===== src/rtl/alu_mul_sequencer.sv =====
// Shift-add unsigned multiplier that borrows the shared EX-stage ALU.
// Idle/done cycles pass the pipeline's ALU request straight through.
module alu_mul_sequencer #(
  parameter int WIDTH = 32,
  parameter int CNT_W = 6
) (
  input  logic             clk_i,
  input  logic             rst_i,
  input  logic             start_i,
  input  logic [WIDTH-1:0] mcand_i,
  input  logic [WIDTH-1:0] mplier_i,
  input  logic [3:0]       ex_aluctrl_i,
  input  logic [WIDTH-1:0] ex_src1_i,
  input  logic [WIDTH-1:0] ex_src2_i,
  output logic [3:0]       alu_ctrl_o,
  output logic [WIDTH-1:0] alu_src1_o,
  output logic [WIDTH-1:0] alu_src2_o,
  input  logic [WIDTH-1:0] alu_result_i,
  output logic             stall_o,
  output logic             busy_o,
  output logic             done_o,
  output logic [WIDTH-1:0] hi_o,
  output logic [WIDTH-1:0] lo_o
);

  localparam logic [3:0] ALU_ADD = 4'b0010;
  localparam logic [CNT_W-1:0] LAST = CNT_W'(WIDTH - 1);

  typedef enum logic [1:0] {
    S_IDLE,
    S_RUN,
    S_DONE
  } state_e;

  state_e           state_q, state_d;
  logic [WIDTH-1:0] hi_q, hi_d;
  logic [WIDTH-1:0] lo_q, lo_d;
  logic [WIDTH-1:0] mc_q, mc_d;
  logic [CNT_W-1:0] cnt_q, cnt_d;
  logic             busy_q;
  logic             done_q, done_d;
  logic             carry;

  // A wrapped sum is smaller than either addend.
  assign carry = alu_result_i < hi_q;

  always_comb begin
    state_d    = state_q;
    hi_d       = hi_q;
    lo_d       = lo_q;
    mc_d       = mc_q;
    cnt_d      = cnt_q;
    done_d     = 1'b0;
    alu_ctrl_o = ex_aluctrl_i;
    alu_src1_o = ex_src1_i;
    alu_src2_o = ex_src2_i;
    stall_o    = 1'b0;
    unique case (state_q)
      S_RUN: begin
        alu_ctrl_o = ALU_ADD;
        alu_src1_o = hi_q;
        alu_src2_o = mc_q;
        stall_o    = 1'b1;
        cnt_d      = cnt_q + CNT_W'(1);
        if (lo_q[0]) begin
          hi_d = {carry, alu_result_i[WIDTH-1:1]};
          lo_d = {alu_result_i[0], lo_q[WIDTH-1:1]};
        end else begin
          hi_d = {1'b0, hi_q[WIDTH-1:1]};
          lo_d = {hi_q[0], lo_q[WIDTH-1:1]};
        end
        if (cnt_q == LAST) begin
          state_d = S_DONE;
          done_d  = 1'b1;
        end
      end
      S_IDLE, S_DONE: begin
        stall_o = start_i;
        state_d = S_IDLE;
        if (start_i) begin
          mc_d    = mcand_i;
          hi_d    = '0;
          lo_d    = mplier_i;
          cnt_d   = '0;
          state_d = S_RUN;
        end
      end
      default: state_d = S_IDLE;
    endcase
  end

  always_ff @(posedge clk_i) begin
    if (!rst_i) begin
      state_q <= S_IDLE;
      hi_q    <= '0;
      lo_q    <= '0;
      mc_q    <= '0;
      cnt_q   <= '0;
      busy_q  <= 1'b0;
      done_q  <= 1'b0;
    end else begin
      state_q <= state_d;
      hi_q    <= hi_d;
      lo_q    <= lo_d;
      mc_q    <= mc_d;
      cnt_q   <= cnt_d;
      busy_q  <= (state_d == S_RUN);
      done_q  <= done_d;
    end
  end

  assign busy_o = busy_q;
  assign done_o = done_q;
  assign hi_o   = hi_q;
  assign lo_o   = lo_q;

endmodule


===== config.mk =====
export PLATFORM = sky130hd
export DESIGN_NAME = alu_mul_sequencer
export DESIGN_NICKNAME = d
export VERILOG_FILES = /design/src/rtl/alu_mul_sequencer.sv
export SDC_FILE = /design/constraint.sdc
export NUM_CORES = 1
export LEC_CHECK = 0
export CAP_MARGIN = 20
export CORE_MARGIN = 4
export CORE_UTILIZATION = 25
export DETAILED_ROUTE_END_ITERATION = 7
export HOLD_SLACK_MARGIN = 0.12
export MAX_ROUTING_LAYER = met4
export PLACE_DENSITY = 0.65
export REMOVE_ABC_BUFFERS = 1
export SETUP_SLACK_MARGIN = 0.1
export SYNTH_ARGS = -nofsm -noshare
export SYNTH_HDL_FRONTEND = slang
export SYNTH_SLANG_ARGS = --single-unit

===== constraint.sdc =====
create_clock -name clk_i -period 1.6 [get_ports clk_i]
set_clock_uncertainty 0.2 [all_clocks]
set_input_delay 0.4 -clock clk_i [delete_from_list [all_inputs] [get_ports clk_i]]
set_output_delay 0.4 -clock clk_i [all_outputs]
set_load 0.05 [all_outputs]

==> impl_metrics.json, run 1 <==
{
  "rsz0062_at_grt": "yes",
  "reg2regPathDepth": 8,
  "worst-path-max-fanout": 13,
  "relSlewSlack": 0.7521,
  "run_status": "finished with violations",
  "cp_slowest_cell": "dfxtp_4",
  "clock.fmax_mhz": 462.0,
  "worst_pin_slew_ps": 371.4,
  "yosys_warnings": 0,
  "power_frac_seq": 0.296,
  "critical_path_class": "register to primary output",
  "ant_nets": 0,
  "cp-end-kind": "primary output",
  "synth_ff_type": "dfxtp_1",
  "io_pins": 302,
  "grt_max_degree": 41,
  "p_leak_nw": 6.066,
  "worst_setup_path_start_kind": "register",
  "cts.sink_count": 106,
  "maxSlewViolCount": 0,
  "hold_class": "register to register",
  "max-clock-path-buffers": 2,
  "drv_cap": 0,
  "via_count": 7463,
  "fillerInstances": 1565,
  "ys_seq_area_frac": 0.3754,
  "final_cell_area_um2": 14670,
  "vias_per_cell": 4.815,
  "wl_um": 29310,
  "dp.cells": 1433,
  "p_per_area_nw_per_um2": 667.5,
  "crit_required_ps": 1000,
  "synth_area_per_cell_um2": 7.147,
  "core_area_um2": 22030,
  "startpoint": "state_q[0]$_SDFF_PN0_",
  "worst_path_most_repeated_cell": "buf_12",
  "syn_area_um2": 5653,
  "violations": "negative setup slack",
  "first_iter_violations": 369,
  "wl_per_cell_um": 18.91,
  "die-width_um": 158.4,
  "gp_congestion": 0.8915,
  "rrSetupSlack_ps": -460,
  "path_clk_slew_ps": 100,
  "synthCells": 791,
  "fin_nets": 1464,
  "clk_latency_ps": 370,
  "drcViolationCount": 0,
  "synth.distinct_cells": 40,
  "p_switching_mw": 3.576,
  "cts_hold_buf": 0,
  "hold_viol_final": 0,
  "grt_antenna_before_repair": 0,
  "port_buffers": 301,
  "setup_slack_ps": -564.7,
  "syn_to_final_growth_pct": 159.5,
  "fin_crit_sh": 1.353,
  "cts_made_buffers": 9,
  "synthArstFlopShare": 0,
  "place_area_um2": 11170,
  "ys_ff_latch": 106,
  "grt_pass1_wl_um": 37750,
  "start_util": 0.2566,
  "firstDrtPassIters": 4,
  "cp_num_cells": 6,
  "peakVddDrop_v": 0.0003874,
  "r2r-start": "state_q[1]$_SDFF_PN0_",
  "r2r_end": "hi_o[31]$_SDFFE_PN0P_",
  "whs_path_depth": 2,
  "fin_cells": 1550,
  "crit_chain": "nand2b_4 > buf_12 > buf_6 > nand2_1 > nand2_2 > buf_12",
  "cts_tree": "built",
  "grt_usage": 0.1965,
  "dp_hpwl_um": 17370,
  "diodes": 0,
  "overflow": 0,
  "dieHeight_um": 158.4,
  "combPwrFrac": 0.465,
  "crit_arrival_ps": 1560,
  "endpoint": "alu_src2_o[20]",
  "setup-violations-final": 160,
  "layout_min_cycle_time_ps": 2165,
  "rows": 54,
  "slowest_delay_ps": 380,
  "p_sw_frac": 0.3652,
  "cts-root-buf": "clkbuf_16",
  "grt_pass1_vias": 7163,
  "synth_edf_count": 0,
  "intPower_mw": 6.214,
  "crit_buf_inv": 3,
  "clkPwrFrac": 0.239,
  "cts_max_level": 3,
  "drive_gt1_frac": 0.5835,
  "power_mw": 9.790,
  "path_delay_family": "buffers and inverters",
  "die_area_um2": 25080
}
flip-flops by register name, indices dropped and copies added (netlist names):
name / cells
mc_q: 32
done_o: 1
hi_o: 32
lo_o: 32
busy_o: 1
state_q: 2
cnt_q: 6
metal layers:
metal,global-route usage,vias up,routed length (um)
li1,-,3625,-
met1,0.2361,3547,11650
met2,0.3316,257,15100
met3,0.04376,34,2012
met4,0.05605,0,552
met5,-,-,0
power by group through the flow:
stage	clock, mW	sequential [mW]	combinational (mW)
floorplan	0	3.17	1.19
global placement	0	2.93	3.34
detailed placement	0	2.94	3.37
CTS	2.44	2.88	3.93
global route	2.53	2.91	4.75
finish	2.34	2.90	4.55
worst register-to-register path: cells and delay by family (launching register included):
kind                   cells  cell delay, ps
DFF                        1             330
and+or+nand+nor            2             440
AOI/OAI and AO/OA          2             550
buffers and inverters      4             460
cells in the final DEF, fill, tap and decap left out, drive strengths merged, types with 6 or more instances in the layout:
| cell type | n |
|---|---|
| buf | 344 |
| nand2 | 233 |
| clkdlybuf4s50 | 158 |
| a21oi | 107 |
| dfxtp | 106 |
| nor2 | 71 |
| o21ai | 37 |
| inv | 36 |
| ha | 32 |
| a22oi | 32 |
| mux2i | 31 |
| clkbuf | 17 |
| nand3 | 9 |
| nand4 | 6 |
| dlygate4sd2 | 6 |
synth_stat cells, types with 3 or more instances:
master	instances	share of area
and2_1	3	0.0033
dfxtp_1	106	0.38
a22oi_1	32	0.042
nand2b_1	5	0.0055
nand3_1	8	0.0071
mux2i_1	31	0.055
o21ai_0	37	0.033
buf_1	10	0.0066
clkbuf_1	28	0.019
inv_1	32	0.021
a21o_1	3	0.0040
nor2_1	70	0.046
nor3_1	4	0.0035
buf_2	17	0.015
a21oi_1	107	0.095
nand4_1	6	0.0066
nand2_1	233	0.15
ha_1	32	0.071
cells by family after synthesis:
| logic type | Yosys count | share of synthesized area |
|---|---|---|
| adder cells (fa/ha/maj) | 32 | 0.07083 |
| multiplexers | 31 | 0.05489 |
| AND/OR/NAND/NOR | 339 | 0.2395 |
| flip-flops | 106 | 0.3754 |
| buffers and inverters | 89 | 0.06352 |
| AO/OA/AOI/OAI | 194 | 0.1959 |
worst min path at each step:
stage / from / end / slack, ps
after floorplan: mc_q[0]$_SDFFE_PN0P_ / mc_q[0]$_SDFFE_PN0P_ / 240
after global placement: mc_q[29]$_SDFFE_PN0P_ / mc_q[29]$_SDFFE_PN0P_ / 240
after detailed placement: mc_q[9]$_SDFFE_PN0P_ / mc_q[9]$_SDFFE_PN0P_ / 250
after CTS: mc_q[9]$_SDFFE_PN0P_ / mc_q[9]$_SDFFE_PN0P_ / 260
after global routing: mc_q[1]$_SDFFE_PN0P_ / mc_q[1]$_SDFFE_PN0P_ / 280
final: mc_q[24]$_SDFFE_PN0P_ / mc_q[24]$_SDFFE_PN0P_ / 260
layout make-up:
type / instances / area (um2) / share of cell area
clock buffers: 9 / 225.2 / 0.01536
clock inverters: 7 / 86.33 / 0.005886
inverters: 33 / 131.4 / 0.008957
multi-input cells: 596 / 4679 / 0.3191
flip-flops and latches: 106 / 2286 / 0.1559
well taps: 280 / 350.3 / 0.02389
repair buffers: 519 / 6908 / 0.4710
repair_timing:
action / 4_1_cts / 5_1_grt
buffers inserted: 17 / 70
resized for setup: 243 / 391
gates cloned: 10 / 10
endpoints found under the setup margin: 239 / 239
endpoints found under the hold margin: 0 / 0
pin swaps: 45 / 128
stage by stage:
step                TNS [ps]    util  hold WS, ps  setup WS [ps]
floorplan            -423060       -        236.6          -3367
global placement      -56380  0.5072        242.8          -1034
detailed placement    -60830  0.5072        247.7         -984.8
CTS                   -51490  0.5750        259.0         -557.2
global route          -67240  0.6659        281.8         -628.9
finish                -59170  0.6659        262.6         -564.7
Power figures use the tool's default switching activity.
==> inputs of run 2 (changes only) <==
CORE_MARGIN = 2   (was 4)
==> run 2 against run 1 <==
  * Largest power group unchanged
  * Setup slack gained 22 ps
  * Critical path depth increased by 1
  * The run still ends with negative setup slack left
  * Sequential share of layout area increased by 0.46 points
  * Die area fell by 5.0%
  * Critical endpoint is now alu_src1_o[4]
  * Total power shrank 1.7%
==> impl_metrics.json, run 2 (synthesis gave the netlist of run 1 again) <==
{
  "run_status": "finished with violations",
  "tns_ps": -46100,
  "drv_cap": 0,
  "drcViolationCount": 0,
  "critical_path_class": "register to primary output",
  "clock.fmax_mhz": 466.6,
  "die_area_um2": 23830,
  "maxSlewViolCount": 0,
  "worst_pin_slew_ps": 301.2,
  "dieHeight_um": 154.4,
  "r2r-start": "state_q[1]$_SDFF_PN0_",
  "vias_per_cell": 4.897,
  "via_count": 7355,
  "worst-path-max-fanout": 8,
  "gp_congestion": 0.8626,
  "overflow": 0,
  "rows": 55,
  "grt_usage": 0.1965,
  "cts-root-buf": "clkbuf_16",
  "grt_max_degree": 47,
  "r2r_end": "hi_o[5]$_SDFFE_PN0P_",
  "p_leak_nw": 5.685,
  "die-width_um": 154.4,
  "crit_arrival_ps": 1540,
  "fin_crit_sh": 1.339,
  "setup_slack_ps": -543.2,
  "rrSetupSlack_ps": -250,
  "layout_min_cycle_time_ps": 2143,
  "grt_antenna_before_repair": 1,
  "endpoint": "alu_src1_o[4]",
  "core_area_um2": 22430,
  "relSlewSlack": 0.7992,
  "drive_gt1_frac": 0.5016,
  "cts_tree": "built",
  "p_per_area_nw_per_um2": 688.8,
  "hold_class": "register to register",
  "rsz0062_at_grt": "yes",
  "firstDrtPassIters": 4,
  "grt_pass1_vias": 7037,
  "place_area_um2": 11110,
  "cts_made_buffers": 9,
  "wl_per_cell_um": 18.75,
  "cts_max_level": 3,
  "port_buffers": 301,
  "ant_nets": 0,
  "start_util": 0.2520,
  "startpoint": "state_q[1]$_SDFF_PN0_",
  "cts.sink_count": 106,
  "fin_nets": 1410,
  "peakVddDrop_v": 0.0004905,
  "final_common_cell": "buf_12",
  "final_cell_area_um2": 13980,
  "first_iter_violations": 317,
  "max-clock-path-buffers": 2,
  "violations": "negative setup slack",
  "hold_viol_final": 0,
  "crit_required_ps": 1000,
  "clk_latency_ps": 350,
  "wl_um": 28160,
  "whs_path_depth": 2,
  "io_pins": 302,
  "layout_common_cells": "156 x buf_12, 149 x clkdlybuf4s50_1, 133 x nand2_1",
  "reg2regPathDepth": 9,
  "cp-end-kind": "primary output",
  "path_clk_slew_ps": 80,
  "worst_setup_path_start_kind": "register",
  "dp_hpwl_um": 16820,
  "syn_to_final_growth_pct": 147.3,
  "grt_pass1_wl_um": 36270,
  "setup-violations-final": 143
}
==> run 2: changes by cell type in the layout (fill, tap and decap cells not counted), sizes merged <==
cell           before  now
clkbuf             17   22
buf               344  286
dlygate4sd2         6   14
dlymetal6s2s        2    3
clkinvlp            0    2
clkdlybuf4s50     158  149
inv                36   34
bufinv              0    1
diode               0    1
clkinv              4    2
==> run 2: metal layers <==
metal	track usage	vias to the layer above	wire length, um
li1	-	3509	-
met1	0.2231	3529	11000
met2	0.3449	274	14530
met3	0.04455	43	1782
met4	0.06129	0	847
met5	-	-	0
==> run 2: how the worst min path moves through the flow <==
stage                             to  slack [ps]                   from
2_1_floorplan   mc_q[0]$_SDFFE_PN0P_         240   mc_q[0]$_SDFFE_PN0P_
3_3_place_gp   mc_q[22]$_SDFFE_PN0P_         240  mc_q[22]$_SDFFE_PN0P_
3_5_place_dp    mc_q[6]$_SDFFE_PN0P_         250   mc_q[6]$_SDFFE_PN0P_
4_1_cts         mc_q[8]$_SDFFE_PN0P_         260   mc_q[8]$_SDFFE_PN0P_
5_1_grt        mc_q[23]$_SDFFE_PN0P_         280  mc_q[23]$_SDFFE_PN0P_
6_report        mc_q[3]$_SDFFE_PN0P_         260   mc_q[3]$_SDFFE_PN0P_
==> run 2: timing repair <==
item	4_1_cts	5_1_grt
resized for setup	154	367
buffers inserted	17	20
pin swaps	52	93
hold buffers	0	0
gates cloned	3	21
setup endpoints to repair	235	239
==> run 2: report_power, final <==
| part | switching, mW | leakage (nW) | internal (mW) |
|---|---|---|---|
| sequential | 0.134 | 0.899 | 2.77 |
| clock | 1.11 | 0.147 | 1.28 |
| combinational | 2.16 | 4.64 | 2.18 |
==> run 2: final cells by class <==
cell class	instances	area, um2
tap	285	356.6
clock inverter	6	73.82
multi-input combinational	596	4522
clock buffer	10	239.0
timing repair buffer	465	6416
fill	1687	8457
sequential	106	2242
inverter	33	125.1
antenna	1	2.502
==> run 2: stage by stage <==
step           setup WS, ps  utilization  hold slack, ps  cells  total power [mW]
3_3_place_gp         -971.3       0.4950           242.8   1425             6.266
6_report             -543.2       0.6230           262.8   1502             9.627
5_1_grt              -602.5       0.6230           283.8   1502             9.990
2_1_floorplan         -3367            -           236.6    735             4.354
4_1_cts              -551.6       0.5385           258.2   1461             8.993
3_5_place_dp         -967.7       0.4950           246.8   1425             6.296
==> run 2: critical path, cell delays in order (launching register included) <==
cell	delay, ps
dfxtp_2	320
nand2b_4	160
buf_12	160
buf_12	150
buf_6	110
nand2_2	40
o21ai_2	70
buf_12	160
